[config.mk]
export PLATFORM = sky130hd
export DESIGN_NAME = seg7_scan_driver
export DESIGN_NICKNAME = d
export VERILOG_FILES = /design/src/rtl/seg7_scan_driver.sv
export SDC_FILE = /design/constraint.sdc
export NUM_CORES = 1
export LEC_CHECK = 0
export ABC_CLOCK_PERIOD_IN_PS = 4750
export BUFFER_PORTS_ARGS = -buffer_cell sky130_fd_sc_hd__buf_2
export CORE_UTILIZATION = 40
export CTS_CLUSTER_DIAMETER = 30
export DETAILED_ROUTE_END_ITERATION = 6
export PLACE_DENSITY = 0.71
export SYNTH_ARGS = -nofsm -noshare
export SYNTH_HDL_FRONTEND = slang
export SYNTH_SLANG_ARGS = --single-unit
[constraint.sdc]
create_clock -name clk -period 4.75 [get_ports clk]
set_clock_uncertainty 0.2 [all_clocks]
set_input_delay 0.475 -clock clk [delete_from_list [all_inputs] [get_ports clk]]
set_output_delay 0.475 -clock clk [all_outputs]
set_load 0.005 [all_outputs]
[src/rtl/seg7_scan_driver.sv]
// Four-digit common-anode seven-segment scan driver: one digit per slot, blank dead-time, per-frame input shadowing.
// Optional leading-zero blanking is compiled in when SEG7_LZB_EN is defined.
module seg7_scan_driver #(
  parameter int REFRESH_DIV  = 100000,
  parameter int BLANK_CYCLES = 1000
) (
  input  logic       clk,
  input  logic       rst,
  input  logic [3:0] num0,
  input  logic [3:0] num1,
  input  logic [3:0] num2,
  input  logic [3:0] num3,
  input  logic [3:0] nums_enable,
  output logic [6:0] display,
  output logic [3:0] selector,
  output logic       frame_tick
);

  localparam int             CW       = $clog2(REFRESH_DIV);
  localparam logic [CW-1:0]  CNT_MAX  = CW'(REFRESH_DIV - 1);
  localparam logic [CW:0]    BLANK_W  = (CW + 1)'(BLANK_CYCLES);

  typedef enum logic {ST_BLANK = 1'b0, ST_DRIVE = 1'b1} phase_e;

  logic [CW-1:0] cnt_q, cnt_d;
  logic [1:0]    idx_q, idx_d;
  logic [15:0]   nums_q, nums_d;
  logic [3:0]    en_q, en_d;
  logic          run_q, run_d;
  phase_e        state_q, state_d;
  logic [6:0]    display_q, display_d;
  logic [3:0]    selector_q, selector_d;
  logic          tick_q, tick_d;
  logic [3:0]    lz_s, en_eff_s, digit_s;
  logic          on_s;

  function automatic logic [6:0] hex_decode(input logic [3:0] v);
    case (v)
      4'h0: hex_decode = 7'b1000000;
      4'h1: hex_decode = 7'b1111001;
      4'h2: hex_decode = 7'b0100100;
      4'h3: hex_decode = 7'b0110000;
      4'h4: hex_decode = 7'b0011001;
      4'h5: hex_decode = 7'b0010010;
      4'h6: hex_decode = 7'b0000010;
      4'h7: hex_decode = 7'b1111000;
      4'h8: hex_decode = 7'b0000000;
      4'h9: hex_decode = 7'b0010000;
      4'hA: hex_decode = 7'b0001000;
      4'hB: hex_decode = 7'b0000011;
      4'hC: hex_decode = 7'b1000110;
      4'hD: hex_decode = 7'b0100001;
      4'hE: hex_decode = 7'b0000110;
      4'hF: hex_decode = 7'b0001110;
      default: hex_decode = 7'b1111111;
    endcase
  endfunction

  // The edge that leaves reset (run_q low) holds position 0 so the first free-running cycle is cnt=0, idx=0.
  always_comb begin
    cnt_d  = cnt_q;
    idx_d  = idx_q;
    nums_d = nums_q;
    en_d   = en_q;
    run_d  = 1'b1;
    if (rst) begin
      cnt_d  = '0;
      idx_d  = 2'd0;
      nums_d = {num3, num2, num1, num0};
      en_d   = nums_enable;
      run_d  = 1'b0;
    end else if (!run_q) begin
      cnt_d = '0;
      idx_d = 2'd0;
    end else if (cnt_q == CNT_MAX) begin
      cnt_d = '0;
      idx_d = idx_q + 2'd1;
      if (idx_q == 2'd3) begin
        nums_d = {num3, num2, num1, num0};
        en_d   = nums_enable;
      end else begin
        nums_d = nums_q;
      end
    end else begin
      cnt_d = cnt_q + CW'(1);
    end
  end

  always_comb begin
    state_d = state_q;
    if (rst) begin
      state_d = ST_BLANK;
    end else begin
      case (state_q)
        ST_BLANK: state_d = ({1'b0, cnt_d} >= BLANK_W) ? ST_DRIVE : ST_BLANK;
        ST_DRIVE: state_d = ({1'b0, cnt_d} <  BLANK_W) ? ST_BLANK : ST_DRIVE;
        default:  state_d = ST_BLANK;
      endcase
    end
  end

  // Outputs are decoded from next-state values so they line up with cnt/idx without a cycle of lag.
  always_comb begin
    lz_s    = 4'b0000;
`ifdef SEG7_LZB_EN
    lz_s[3] = (nums_d[15:12] == 4'h0);
    lz_s[2] = lz_s[3] && (nums_d[11:8] == 4'h0);
    lz_s[1] = lz_s[2] && (nums_d[7:4] == 4'h0);
    lz_s[0] = 1'b0;
`else
    lz_s    = 4'b0000;
`endif
    en_eff_s   = en_d & ~lz_s;
    digit_s    = nums_d[{idx_d, 2'b00} +: 4];
    on_s       = !rst && (state_d == ST_DRIVE) && en_eff_s[idx_d];
    selector_d = on_s ? ~(4'b0001 << idx_d) : 4'b1111;
    display_d  = on_s ? hex_decode(digit_s) : 7'b1111111;
    tick_d     = !rst && (idx_d == 2'd3) && (cnt_d == CNT_MAX);
  end

  always_ff @(posedge clk) begin
    if (rst) begin
      cnt_q      <= '0;
      idx_q      <= 2'd0;
      run_q      <= 1'b0;
      state_q    <= ST_BLANK;
      nums_q     <= nums_d;
      en_q       <= en_d;
      display_q  <= 7'b1111111;
      selector_q <= 4'b1111;
      tick_q     <= 1'b0;
    end else begin
      cnt_q      <= cnt_d;
      idx_q      <= idx_d;
      run_q      <= run_d;
      state_q    <= state_d;
      nums_q     <= nums_d;
      en_q       <= en_d;
      display_q  <= display_d;
      selector_q <= selector_d;
      tick_q     <= tick_d;
    end
  end

  assign display    = display_q;
  assign selector   = selector_q;
  assign frame_tick = tick_q;

endmodule
==> metrics.txt <==
status completed; Critical Path Slowest Stage Cell or4b_1; Critical Path Sink Type register; startpoint types register; worst-skew pair later-pin latency approximately 300 ps; Main synth FF type dfxtp_1; FP Rows 29; asr flop ratio synth 0%; Crit path max-delay family simple AND/OR/NAND/NOR gates; Pwr per Cell Area 295 nW/um^2; Worst Tran Pin Value roughly 1200 ps; Die ar. around 7000 um^2; starting density of the core a little over two fifths; max_cap viols 0; filler cell count 605; Final Hold Vio Count 0; first-pass GRT wire length 9490 um; routability cong. 0.875; internal power ~680 uW; Period minus WS final 4190 ps; die width between 80 and 90 um; TritonCTS clock tree yes; #FFs+latches synth 52; WL final 5620 um; CP Data Arrival Time a little over 4000 ps; ant diodes 0; critical path, cell by cell or4b_1 -> nor4_4 -> a21oi_1 -> mux2_1 -> mux2_2 -> mux2i_4 -> inv_1 -> ha_1 -> mux2_4 -> nand2_1 -> o211ai_1; Detailed Place HPWL 4270 um; Post-Syn Nets about 300; leakage 0.00114 uW; final cell utilization of the core 46.8%; post-synthesis sequential area ratio approximately 39%; Worst Hold Class input pin to register; dpl cells 376; DR DRC count 0; initial antenna violation count 0; # hold bufs at CTS 0; WP buf/inv 1; root buffer cell clkbuf_8; # IOs 34; FF+latch area 1040 um^2; number of buffers created by CTS 5; # setup viols final 0; most frequent cells in the layout dfxtp_1 (52), buf_2 (33), nand2_1 (22), nor2_1 (16), mux2_2 (15); synthesized area per cell 9.59 um^2; TritonCTS Sinks 52; Syn Inst Count 278; multi-input logic area roughly 1500 um^2; nets@finish 336; mapped cell area 2670 um^2; post-route clock period utilization 88.3%; Yosys warnings 0; via count 2,142; Slew Limit Fails 0; average wire per cell in the routed design around 15 um; Post-CTS Resized 0; # port buffers 33; kind of critical path register to register; Area Overhead vs Synth 12.1%; Peak VDD IR ~0.18 mV; Rel. slew slack 19.9%; GRT Residual Overflow 0; Synth cell types 55; die height approximately 84 um; layout cell share with drive strength beyond 1 22.5%; leading cell type in the layout, fill and taps excluded dfxtp_1; core region area 6390 um^2; H-tree depth 2; Overall Power 883 uW; vias in the first global route 2,110; GRT Total Usage around 17%; drt via density ~5.6; Net Sw Power between 200 and 250 uW; CP required roughly 4700 ps; 1st-pass router iterations 4; highest clock rate approximately 0.24 GHz; switch share a little under a quarter; TNS Setup 0 ps; Bufs on Longest Clock Path 2; grt met1 use 20.7%; Setup Buffers After CTS 0; Reg power frac 52.2%; antenna-violating nets left 0; worst stage delay on the critical path 730 ps; Finished Layout Cells between 300 and 400; Clock Pin Slew Worst Setup and Hold Paths about 100 ps; GR Util met3 3.76%; met2 usage between 20% and 30%; Top Usage Layer GRT met2; combinational fraction of design power 11.7%; Post-synth EDFFs 0; unrepaired setup endpoints after global routing false; top fanout value on the critical path 14; initial drt markers 82; part of the power in the clock network 36.2%; pin count of the biggest net entering global routing 18
-- final timing paths --
| path | startpoint | endpoint | slack [ps] | depth (start not counted) |
|---|---|---|---|---|
| setup / recovery | cnt_q[12] | display[3] | 560 | 11 |
| hold / removal | num2[1] | nums_q[9] | 210 | 2 |
| setup reg to reg | cnt_q[12] | display[3] | 560 | 11 |
| hold reg to reg | en_q[1] | en_q[1] | 280 | 1 |
-- power by group through the flow --
stage	clock, uW	combinational [uW]	sequential, uW
final	319	103	461
after global routing	349	115	463
after CTS	330	102	461
after detailed placement	0	102	471
after global placement	0	99.5	470
after floorplan	0	78.8	469
-- routing by layer --
metal  wire length [um]  up-vias  part of all wire [%]
met1               2500     1013                    45
met2               2790       51                    50
met5                  0        -                     0
met3                235        7                   4.2
met4                 95        0                   1.7
li1                   -     1071                     -
-- registers in the layout (all words and copies together) (netlist names) --
signal / count
cnt_q: 17
nums_q: 16
display: 7
en_q: 4
selector: 4
idx_q: 2
frame_tick: 1
run_q: 1
-- area by class of cell --
type	instances	area share, %
inverter	14	1.76
timing repair buffer	35	6.03
clock inverter	2	1.30
sequential	52	34.8
tap	77	3.22
clock buffer	6	2.76
multi-input combinational	198	50.1
-- cells by family (layout without fill, tap and decap cells) --
group,after synthesis,in the layout,share of synthesized area (%)
AO/OA/AOI/OAI,48,48,13.7
AND/OR/NAND/NOR,98,98,21.2
buffers and inverters,28,57,4.79
multiplexers,30,30,12.9
XOR/XNOR,14,14,4.60
adder cells (fa/ha/maj),8,8,3.75
flip-flops,52,52,39.0
-- cells in the mapped netlist (3+ instances only) --
master    count  area share (%)
o41ai_1       7             2.3
nor3_1        6             1.1
nor2b_1       8             1.9
xor2_1        4             1.3
o221ai_1      4             1.3
inv_1        13             1.8
dfxtp_1      52              39
mux2i_1      11             4.1
nand3_1       8             1.5
nor2_1       16             2.3
ha_1          8             3.8
nand2b_1      4            0.94
and2_1        3            0.70
and4_1        3            0.99
nand2_1      22             3.1
clkbuf_1      5            0.70
and3_1        3            0.70
a22oi_1       7             2.0
nand4_1       4            0.94
o21ai_0       4            0.75
o211ai_1      8             2.3
mux2_2       15             6.3
xnor2_1      10             3.3
a31oi_1       4            0.94
buf_2         6             1.1
-- through the flow --
step,hold WS [ps],worst slack [ps],instance area [um^2]
2_1_floorplan,236,947,2670
3_3_place_gp,244,653,2870
3_5_place_dp,258,554,2870
4_1_cts,193,537,2990
5_1_grt,199,240,2990
6_report,207,556,2990
Power figures use the tool's default switching activity.
